`config.mk`:
```
export PLATFORM = sky130hd
export DESIGN_NAME = sm3_inpt_arb
export DESIGN_NICKNAME = d
export VERILOG_FILES = /design/src/rtl/sm3_inpt_arb.sv
export SDC_FILE = /design/constraint.sdc
export NUM_CORES = 1
export LEC_CHECK = 0
export ABC_AREA = 1
export BUFFER_PORTS_ARGS = -buffer_cell sky130_fd_sc_hd__buf_2
export CORE_AREA = 2 2 247 249
export DETAILED_ROUTE_END_ITERATION = 10
export DIE_AREA = 0 0 249 251
export GPL_ROUTABILITY_DRIVEN = 0
export PLACE_DENSITY = 0.42
export SKIP_CTS_REPAIR_TIMING = 1
export SLEW_MARGIN = 30
export SYNTH_ARGS = -nofsm -noshare
export SYNTH_HDL_FRONTEND = slang
export SYNTH_SLANG_ARGS = --single-unit
```
`constraint.sdc`:
```
create_clock -name clk -period 5.5 [get_ports clk]
set_input_delay 0.55 -clock clk [delete_from_list [all_inputs] [get_ports clk]]
set_output_delay 0.55 -clock clk [all_outputs]
set_load 0.01 [all_outputs]
```
`src/rtl/sm3_inpt_arb.sv`:
```
// Two-requester, message-granular round-robin arbiter in front of one SM3 core.
// Grants are held for a whole message; results are routed back in grant order.
module sm3_inpt_arb #(
  parameter int INPT_DW    = 32,
  parameter int ORDR_DEPTH = 4
) (
  input  logic                       clk,
  input  logic                       rst_n,
  input  logic [1:0]                 req_vld,
  input  logic [2*INPT_DW-1:0]       req_d,
  input  logic [1:0]                 req_lst,
  input  logic [2*(INPT_DW/8)-1:0]   req_vld_byte,
  output logic [1:0]                 req_rdy,
  output logic                       core_inpt_vld,
  output logic [INPT_DW-1:0]         core_inpt_d,
  output logic                       core_inpt_lst,
  output logic [INPT_DW/8-1:0]       core_inpt_vld_byte,
  input  logic                       core_inpt_rdy,
  input  logic [255:0]               core_res,
  input  logic                       core_res_vld,
  output logic [255:0]               res,
  output logic [1:0]                 res_vld,
  output logic                       busy,
  output logic                       err_orphan
);

  localparam int BW = INPT_DW / 8;
  localparam int AW = $clog2(ORDR_DEPTH);
  localparam logic [AW:0] DEPTH_C = (AW+1)'(ORDR_DEPTH);
  localparam logic [AW:0] CNT_ONE = (AW+1)'(1);

  localparam logic [1:0] ST_IDLE  = 2'd0;
  localparam logic [1:0] ST_GRNT0 = 2'd1;
  localparam logic [1:0] ST_GRNT1 = 2'd2;

  logic [1:0]            state_q, state_d;
  logic                  rr_last_q, rr_last_d;
  logic [ORDR_DEPTH-1:0] own_q;
  logic [AW-1:0]         wr_ptr_q, rd_ptr_q;
  logic [AW:0]           cnt_q, cnt_d;
  logic [255:0]          res_q;
  logic [1:0]            res_vld_q, res_vld_d;
  logic                  err_orphan_q;

  logic gnt_act_s;
  logic sel_s;
  logic xfer_s;
  logic push_s;
  logic pop_s;
  logic head_s;

  // decode which requester (if any) currently owns the core input
  always_comb begin
    case (state_q)
      ST_GRNT0: begin
        gnt_act_s = 1'b1;
        sel_s     = 1'b0;
      end
      ST_GRNT1: begin
        gnt_act_s = 1'b1;
        sel_s     = 1'b1;
      end
      default: begin
        gnt_act_s = 1'b0;
        sel_s     = 1'b0;
      end
    endcase
  end

  // combinational pass-through of the granted requester to the core
  always_comb begin
    if (gnt_act_s) begin
      core_inpt_vld      = req_vld[sel_s];
      core_inpt_d        = sel_s ? req_d[2*INPT_DW-1:INPT_DW] : req_d[INPT_DW-1:0];
      core_inpt_lst      = req_lst[sel_s];
      core_inpt_vld_byte = sel_s ? req_vld_byte[2*BW-1:BW] : req_vld_byte[BW-1:0];
      req_rdy            = sel_s ? {core_inpt_rdy, 1'b0} : {1'b0, core_inpt_rdy};
    end else begin
      core_inpt_vld      = 1'b0;
      core_inpt_d        = '0;
      core_inpt_lst      = 1'b0;
      core_inpt_vld_byte = '0;
      req_rdy            = 2'b00;
    end
  end

  assign xfer_s = core_inpt_vld & core_inpt_rdy;
  assign push_s = xfer_s & core_inpt_lst;
  assign pop_s  = core_res_vld & (cnt_q != '0);
  assign head_s = own_q[rd_ptr_q];

  // grant FSM and round-robin pointer
  always_comb begin
    state_d   = state_q;
    rr_last_d = rr_last_q;
    case (state_q)
      ST_IDLE: begin
        if ((req_vld != 2'b00) && (cnt_q < DEPTH_C)) begin
          if (req_vld == 2'b11) begin
            state_d = rr_last_q ? ST_GRNT0 : ST_GRNT1;
          end else begin
            state_d = req_vld[1] ? ST_GRNT1 : ST_GRNT0;
          end
        end else begin
          state_d = ST_IDLE;
        end
      end
      ST_GRNT0, ST_GRNT1: begin
        if (push_s) begin
          state_d   = ST_IDLE;
          rr_last_d = sel_s;
        end else begin
          state_d   = state_q;
        end
      end
      default: state_d = ST_IDLE;
    endcase
  end

  // ownership FIFO occupancy and result-valid steering
  always_comb begin
    case ({push_s, pop_s})
      2'b10:   cnt_d = cnt_q + CNT_ONE;
      2'b01:   cnt_d = cnt_q - CNT_ONE;
      default: cnt_d = cnt_q;
    endcase
    if (pop_s) begin
      res_vld_d = head_s ? 2'b10 : 2'b01;
    end else begin
      res_vld_d = 2'b00;
    end
  end

  // state, FIFO and result registers
  always_ff @(posedge clk or negedge rst_n) begin
    if (!rst_n) begin
      state_q      <= ST_IDLE;
      rr_last_q    <= 1'b1;
      own_q        <= '0;
      wr_ptr_q     <= '0;
      rd_ptr_q     <= '0;
      cnt_q        <= '0;
      res_q        <= '0;
      res_vld_q    <= 2'b00;
      err_orphan_q <= 1'b0;
    end else begin
      state_q   <= state_d;
      rr_last_q <= rr_last_d;
      cnt_q     <= cnt_d;
      res_vld_q <= res_vld_d;
      if (push_s) begin
        own_q[wr_ptr_q] <= sel_s;
        wr_ptr_q        <= wr_ptr_q + 1'b1;
      end
      if (pop_s) begin
        rd_ptr_q <= rd_ptr_q + 1'b1;
        res_q    <= core_res;
      end
      // an unmatched result is a protocol error that only reset clears
      if (core_res_vld && (cnt_q == '0)) begin
        err_orphan_q <= 1'b1;
      end
    end
  end

  assign res        = res_q;
  assign res_vld    = res_vld_q;
  assign err_orphan = err_orphan_q;
  assign busy       = (state_q != ST_IDLE) | (cnt_q != '0);

endmodule

```
=== Word-level counts from Yosys, hierarchy flattened ===
Cells that the tools add are included.
Widths: inputs -> output; s select.

* Bits in registers: 273
* Bits of input ports: 336
* Output and inout port bits: 300
* Word-level logic and storage cells: 67

* Add/sub/neg operators: 4
* Order comparisons: 5
* Eq/ne operators: 6
* Mux-type cells: 28
* Bitwise gates (word level): 4
* Reduce and logical (&&, ||, !) cells: 11

{| class="wikitable"
|+ Operators by type and width
! kind !! count
|-
| $mux 32 || 2
|-
| $mux 2 || 9
|-
| $mux 1 || 10
|-
| $mux 4 || 2
|-
| $eq 2x2->1 const B || 3
|-
| $lt 2x3->1 const B || 2
|-
| $pmux 3 s2 || 1
|-
| $reduce_bool 2->1 || 3
|-
| $add 2x1->2 const B || 2
|-
| $bwmux 4 || 1
|-
| $eq 2x1->1 const B || 2
|-
| $pmux 2 s2 || 1
|-
| $add 3x1->3 const B || 1
|-
| $and 1x1->1 || 3
|-
| $logic_and 1x1->1 || 3
|-
| $logic_not 3->1 || 1
|-
| $lt 3x3->1 const B || 1
|-
| $reduce_bool 3->1 || 1
|-
| $sub 3x1->3 const B || 1
|-
| $bmux 1 s2 || 1
|-
| $demux 1 s2 || 1
|-
| $ge 2x1->1 const B || 1
|-
| $logic_not 2->1 || 1
|-
| $lt 1x2->1 const B || 1
|-
| 4 further kinds || 4
|}

=== Depth between registers and ports, before layout ===
Gate-level depths: netlist of the first run.

* Word-level depth: 9
* Gate-level depth with buffers: 14
* Depth with buffers taken out: 13

=== Least setup slack after synthesis of the first run ===
OpenSTA, ideal clock, no wires.

* Path type: register to register
* From: reg state_q[0]
* To: reg cnt_q[2]
* Setup time: 131 ps
* Arrival time: 2,086 ps
* Data required time: 5,369 ps
* Path slack: 3,283 ps
* Cell stages (with the launch flop): 15
* Buffers on the path: 1
* Clock period less this slack: 2,217 ps
* Path through: dfrtp_1 inv_1 ha_1 buf_6 nor2_1 nor2_2 nand2_2 inv_1 nand2_1 ha_1 inv_1 fa_1 a21oi_1 o21ai_0 xor2_1

{| class="wikitable"
|+ RTL lines
! element !! RTL line !! source
|-
| start: declaration || 36 || <nowiki>logic [1:0] state_q, state_d;</nowiki>
|-
| start signal: assignment || 147 || <nowiki>state_q <= state_d;</nowiki>
|-
| $eq 2x2->1 (*) || 54 || <nowiki>case (state_q)</nowiki>
|-
| $mux 1 (*) || 54 ||
|-
| via sel_s || 46 || <nowiki>logic sel_s;</nowiki>
|-
| $mux 1 (not written as such) (*) (2 in a row) || 75 || <nowiki>core_inpt_lst = req_lst[sel_s];</nowiki>
|-
| $mux 1 (*) || 72 || <nowiki>if (gnt_act_s) begin</nowiki>
|-
| via core_inpt_lst || 16 || <nowiki>output logic core_inpt_lst,</nowiki>
|-
| $and 1x1->1 (*) || 88 || <nowiki>assign push_s = xfer_s & core_inpt_lst;</nowiki>
|-
| $eq 2x1->1 or $eq 2x2->1 (tied branches) || 122 || <nowiki>case ({push_s, pop_s})</nowiki>
|-
| $pmux 3 s2 or $reduce_bool 2->1 (tied branches) || -- ||
|-
| end signal: assignment || 149 || <nowiki>cnt_q <= cnt_d;</nowiki>
|-
| end: declaration || 40 || <nowiki>logic [AW:0] cnt_q, cnt_d;</nowiki>
|}

The timed path passes the listed nets; every way through them passes the cells marked *. The select of a mux whose other input is x is not followed.
A chain may end at the register's enable or synchronous reset.

=== Worst setup path after layout of the first run ===
* From: reg state_q[1]
* To: out core_inpt_lst

* Longest elaborated chain between the ends: 5

{| class="wikitable"
|+ RTL lines
! element !! RTL line
|-
| $eq 2x2->1 || 54
|-
| $mux 1 || 54
|-
| $mux 1 (not written as such) (2 in a row) || 75
|-
| $mux 1 (*) || 72
|-
| end: declaration || 16
|}

Mark *: on every way between the ends. The rest lies on a longest branch, timed or not. The select of a mux whose other input is x is not followed.

==> flow_summary.toml, run 1 <==
[finish]
layout_cells_excl_fill = 2738
post_route_cell_area_um2 = 16210
layout_cell_share_with_drive_strength_beyond_1 = 0.3651
commonest_non_fill_non_tap_cells_in_the_layout = "798 x sky130_fd_sc_hd__nand2_1, 634 x sky130_fd_sc_hd__buf_2, 272 x sky130_fd_sc_hd__dfrtp_1, 79 x sky130_fd_sc_hd__nor2_1, 37 x sky130_fd_sc_hd__clkbuf_16"
fin_nets = 2271
mostFrequentLayoutCell = "sky130_fd_sc_hd__nand2_1"
post-route-util = 0.2711
layout-area-overhead-vs-synth_pct = 46.39
num-fill-cells = 6549

[routing]
via_count = 10480
avgRoutedWirePerCell_um = 14.67
wirelength_um = 40160
drc_violations = 0
post_route_ant_nets = 0
drtIter0Drc = 495
drt_pass1_iterations = 5
drt-vias-per-instance = 3.829

[yosys]
seq_area_frac_synth = 0.6171
yosys.area.top_type_share = 0.6148
syn_nets = 1660
yosys.area.top_type = "sky130_fd_sc_hd__dfrtp_1"
post_synth_instance_area_um2 = 11070
synthesis.instances = 1316
ys_seq_elements = 273
count_of_different_cell_masters_after_synthesis = 30
yosys_warnings = 0
synth.avg_cell_area_um2 = 8.413
yosys-top-cells-area = "sky130_fd_sc_hd__dfrtp_1 61%, sky130_fd_sc_hd__nand2_1 27%, sky130_fd_sc_hd__nor2_1 2.7%, sky130_fd_sc_hd__buf_2 2.1%, sky130_fd_sc_hd__o21ai_0 1.6%"

[die]
top_level_ports = 636
die_w_um = 249
num_rows = 90
floorplan.die.height_um = 251
die_area_um2 = 62500
floorplan.initialDensity = 0.1852
floorplan.core_area_um2 = 59790

[global_routing]
grt.total_usage = 0.1246
maximum_number_of_pins_on_one_net_before_global_route_repair = 176
antenna_found_initial = 7
globalRouteOverflowTotal = 0
first_global_vias = 10400
grt_first_pass_wirelength_um = 61540

[setup_path]
setup.worst_path.class = "reg -> out"
timing.critical_path.mode_cell = "sky130_fd_sc_hd__inv_1"
critical_path.startpoint = "state_q[1]"
cp.required_ps = 4950
critical_path_peak_fanout = 40
number_of_logic_stages_on_the_critical_path_including_buffering = 7
worstPathCellList = "inv_1 -> ha_2 -> inv_1 -> nor2_2 -> nand2_2 -> inv_1 -> buf_2"
critPathTopFamily = "adder cells"
max_stage_delay_ps = 710
timing.critical_path.buf_inv = 4
timing.rr.start = "cnt_q[0]"
worstPathArrival_ps = 2350
endpoint_kind = "output port"
timing.critical_path.slowest_stage_cell = "sky130_fd_sc_hd__ha_2"
rrSetupSlack_ps = 2670
crit_end = "core_inpt_lst"
worst_setup_path_start_kind = "register"
worstRegToRegCells = 10
regToRegEndpoint = "cnt_q[2]"

[clocking]
root_cell_of_the_clock_tree = "sky130_fd_sc_hd__clkbuf_16"
tritoncts.num_buffers = 36
clk_pin_slew_worst_paths_ps = 60
cts_tree = "done"
number_of_clock_sinks_seen_by_cts = 273
insertion_delay_of_the_later_clocked_pin_in_the_worst_skew_pair_ps = 530
clock_tree.htree_level_count = 2
cts.path.max_buffers = 3

[placed_design]
detailedPlacementHpwl_um = 28390
port_buffers = 635
worst_setup_slack_post_dpl_ps = 2400
placedInstanceArea_um2 = 14960
dp_cells = 2670

[sta]
finalSetupViolations = 0
rsz0062_at_grt = "no"
final_max_slew_viol_count = 0
finalHoldViolCount = 7
final_critical_delay_including_setup_and_external_delays_ps = 2903
max_slew.worst_pin.slew_ps = 1209
maxClockFrequency_mhz = 344.4
fin_hold_ws_ps = -11.03
finClkSkew_ps = 9.029
slew-limit-headroom = 0.1941
fin_ws_ps = 2597
layout_worst_path_cycle_share = 0.5279
totalNegativeSetupSlack_ps = 0

[job]
maxCapViolations = 0

[pwr]
power_density_nw_per_um2 = 525.1
p_leak_nw = 9.382
irDropWorstVdd_mv = 0.2049

[run_status]
violations = "hold timing"
status = "complete, but fails checks"

[worst_hold_path]
worst_hold_path_type = "in -> async"
## power breakdown
part | leakage (nW) | switching, mW | internal (mW)
logic | 5.45 | 1.91 | 1.10
registers | 3.34 | 0.386 | 2.72
clock network | 0.592 | 0.918 | 1.48
## synthesized netlist by cell type
cell	instances
sky130_fd_sc_hd__buf_4	7
sky130_fd_sc_hd__clkbuf_2	1
sky130_fd_sc_hd__nand2_1	798
sky130_fd_sc_hd__nand3_2	2
sky130_fd_sc_hd__o21bai_1	2
sky130_fd_sc_hd__nor2_2	2
sky130_fd_sc_hd__ha_1	7
sky130_fd_sc_hd__dfrtp_1	272
sky130_fd_sc_hd__nor3_1	1
sky130_fd_sc_hd__xor2_2	1
sky130_fd_sc_hd__nand3_1	8
sky130_fd_sc_hd__nor2_1	79
sky130_fd_sc_hd__a21oi_1	3
sky130_fd_sc_hd__nand2_2	1
sky130_fd_sc_hd__xnor2_1	1
sky130_fd_sc_hd__nor2_4	1
sky130_fd_sc_hd__o21ai_0	36
sky130_fd_sc_hd__inv_1	17
sky130_fd_sc_hd__buf_1	1
sky130_fd_sc_hd__clkbuf_1	11
sky130_fd_sc_hd__buf_2	47
sky130_fd_sc_hd__xor2_1	2
sky130_fd_sc_hd__dfstp_2	1
sky130_fd_sc_hd__a211oi_1	2
sky130_fd_sc_hd__buf_6	2
sky130_fd_sc_hd__o21ai_1	4
sky130_fd_sc_hd__inv_2	4
sky130_fd_sc_hd__fa_1	1
sky130_fd_sc_hd__nand2_4	1
sky130_fd_sc_hd__nand4_1	1
## kinds of logic after synthesis
group / Yosys count / share of synthesized area
xor+xnor: 4 / 0.003843
flops: 273 / 0.6171
fa+ha+maj: 8 / 0.009718
compound gates: 47 / 0.02215
buf+inv: 90 / 0.03966
simple gates: 894 / 0.3075
## registers in the layout (all words and copies together), names as in the netlist
signal and cells:
cnt_q 3, rd_ptr_q 2, own_q 4, state_q 2
err_orphan 1, res_vld 2, wr_ptr_q 2, res 256
rr_last_q 1
## worst min-delay path by stage
stage | startpoint | to | slack, ps | depth (start not counted)
floorplan | rst_n | cnt_q[0] | 250 | 0
global placement | res[154] | res[154] | 460 | 2
detailed placement | res[175] | res[175] | 460 | 2
CTS | rst_n | res[89] | -20 | 1
global route | rst_n | res[123] | 7 | 1
finish | rst_n | res[123] | -10 | 1
## through the flow
step / hold WS [ps] / power [mW]
floorplan: 254.4 / 4.744
detailed placement: 459.4 / 6.189
global placement: 456.1 / 6.164
CTS: -20.42 / 8.681
global route: 6.894 / 9.153
finish: -11.03 / 8.510
## metal layers
layer / vias up / global-route usage / part of all wire
li1: 5218 / - / -
met1: 4798 / 0.1493 / 0.41
met2: 395 / 0.2062 / 0.48
met3: 62 / 0.04939 / 0.093
met4: 10 / 0.03602 / 0.022
met5: - / 0 / 0.0016
## cell type report
type                            instances  area, µm²  share of cell area
Multi-Input combinational cell        953       3811              0.2351
Timing Repair Buffer                  642       3286              0.2027
Clock inverter                         12      143.9            0.008878
Antenna cell                            3      7.507           0.0004632
Sequential cell                       273       6833              0.4216
Tap cell                              782      978.4             0.06037
Inverter                               21      86.33            0.005327
Clock buffer                           52       1062             0.06554
No activity file was read; power rests on OpenSTA's default activity.
==> inputs of run 2 (changes only) <==
Settings changed: CORE_AREA 2 2 247 249 to 2 2 248 250, DIE_AREA 0 0 249 251 to 0 0 250 252, PLACE_DENSITY 0.42 to 0.44.
Clock period 5.5 ns to 2.4 ns, I/O delays scaled along.
==> flow_summary.toml, run 2 (same netlist as run 1, synthesis figures left out) <==
[setup_path]
setup.worst_path.class = "reg -> out"
critical_path_peak_fanout = 36
endpoint_kind = "output port"
worstPathArrival_ps = 1960
worstPathCellList = "inv_1 -> ha_2 -> buf_8 -> o21ai_0 -> nor2_1 -> buf_2"
cp.required_ps = 2160
timing.rr.start = "state_q[0]"
critical_path.startpoint = "state_q[1]"
max_stage_delay_ps = 380
timing.critical_path.slowest_stage_cell = "sky130_fd_sc_hd__ha_2"
worst_setup_path_start_kind = "register"

[sta]
final_critical_delay_including_setup_and_external_delays_ps = 2195
layout_worst_path_cycle_share = 0.9146
finalHoldViolCount = 0
maxClockFrequency_mhz = 455.6
totalNegativeSetupSlack_ps = 0
slew-limit-headroom = 0.4581
finalSetupViolations = 0
final_max_slew_viol_count = 0
max_slew.worst_pin.slew_ps = 812.9
finClkSkew_ps = 12.19
rsz0062_at_grt = "no"

[worst_hold_path]
hold_path_origin = "req_vld[1]"
worst_hold_path_type = "in -> reg"

[routing]
post_route_ant_nets = 0
via_count = 11630
drc_violations = 0
drt-vias-per-instance = 3.875
wirelength_um = 41380
avgRoutedWirePerCell_um = 13.79
drt_pass1_iterations = 4
drtIter0Drc = 531

[global_routing]
first_global_vias = 10570
grt_first_pass_wirelength_um = 59670
maximum_number_of_pins_on_one_net_before_global_route_repair = 132
grt.total_usage = 0.1184
antenna_found_initial = 1
globalRouteOverflowTotal = 0

[pwr]
p_leak_nw = 10.49
net-switching-power_mw = 7.366
netSwitchingFraction = 0.3768
clockPowerShare = 0.258
power_frac_seq = 0.365
p_int_mw = 12.18
power_density_nw_per_um2 = 1038
irDropWorstVdd_mv = 0.4568
comb_power_share = 0.377

[finish]
fin_nets = 2540
num-fill-cells = 6330
layout_cell_share_with_drive_strength_beyond_1 = 0.3273
post-route-util = 0.3131
area.sequential_um2 = 6833
mostFrequentLayoutCell = "sky130_fd_sc_hd__nand2_1"
multiInputGateArea_um2 = 3820
commonest_non_fill_non_tap_cells_in_the_layout = "798 x sky130_fd_sc_hd__nand2_1, 634 x sky130_fd_sc_hd__buf_2, 272 x sky130_fd_sc_hd__dfrtp_1, 257 x sky130_fd_sc_hd__dlygate4sd3_1, 79 x sky130_fd_sc_hd__nor2_1"
largest_register_ffs = 256
layout-area-overhead-vs-synth_pct = 70.04

[clocking]
cts.path.max_buffers = 3
number_of_clock_sinks_seen_by_cts = 273
insertion_delay_of_the_later_clocked_pin_in_the_worst_skew_pair_ps = 530
clock_tree.htree_level_count = 2
clk_pin_slew_worst_paths_ps = 60
tritoncts.num_buffers = 34
cts_tree = "done"
root_cell_of_the_clock_tree = "sky130_fd_sc_hd__clkbuf_16"

[die]
floorplan.initialDensity = 0.1841
floorplan.die.height_um = 252
top_level_ports = 636
num_rows = 90
floorplan.core_area_um2 = 60130
die_w_um = 250
die_area_um2 = 63000

[placed_design]
detailedPlacementHpwl_um = 28280
port_buffers = 635

[job]
maxCapViolations = 0

[run_status]
status = "finished clean"
## run 2: stage by stage
stage / cells / hold slack (ps) / power [mW] / worst slack (ps) / area [µm²]
6_report: 3001 / 40.91 / 19.55 / 205.0 / 18830
4_1_cts: 2743 / -374.0 / 19.50 / 2.708 / 16230
2_1_floorplan: 1316 / -55.59 / 10.87 / 183.4 / 11070
3_3_place_gp: 2685 / 211.2 / 14.18 / 183.7 / 15130
3_5_place_dp: 2685 / 213.2 / 14.25 / 147.2 / 15130
5_1_grt: 3001 / 35.54 / 20.99 / 22.66 / 18830
## run 2: final cells by class
type                    instances  area share
well taps                     782     0.05197
clock buffers                  49     0.05410
inverters                      21    0.004586
diodes                          1   0.0001329
clock inverters                 9    0.004253
repair buffers                913      0.3191
multi-input cells             953      0.2029
flip-flops and latches        273      0.3629
## run 2: critical path: cells and delay by family (launching register included)
kind	cells	cell delay [ps]
AOI/OAI and AO/OA	1	110
adders and majority gates	1	380
DFF	1	370
and+or+nand+nor	1	140
buffers and inverters	3	410
## run 2: worst paths after layout
check	endpoint	slack, ps	depth (start not counted)
min	state_q[0]	40	4
min in group asynchronous	res[177]	230	2
max	core_inpt_d[3]	200	6
max reg2reg	cnt_q[2]	230	13
min reg2reg	res[171]	470	2
max in group asynchronous	res[30]	1280	3
## run 2: power by group through the flow
stage	Combinational, mW	Clock, mW	Sequential (mW)
final	7.37	5.04	7.13
after global routing	8.22	5.43	7.34
after CTS	7.09	5.28	7.13
after detailed placement	7.09	0	7.16
after global placement	7.03	0	7.14
after floorplan	3.00	0	7.87
## run 2: per-layer routing
metal,vias up,part of all wire,global-route usage
li1,5749,-,-
met1,5372,0.41,0.1417
met2,449,0.49,0.2001
met3,59,0.068,0.03807
met4,0,0.027,0.04072
met5,-,0,0
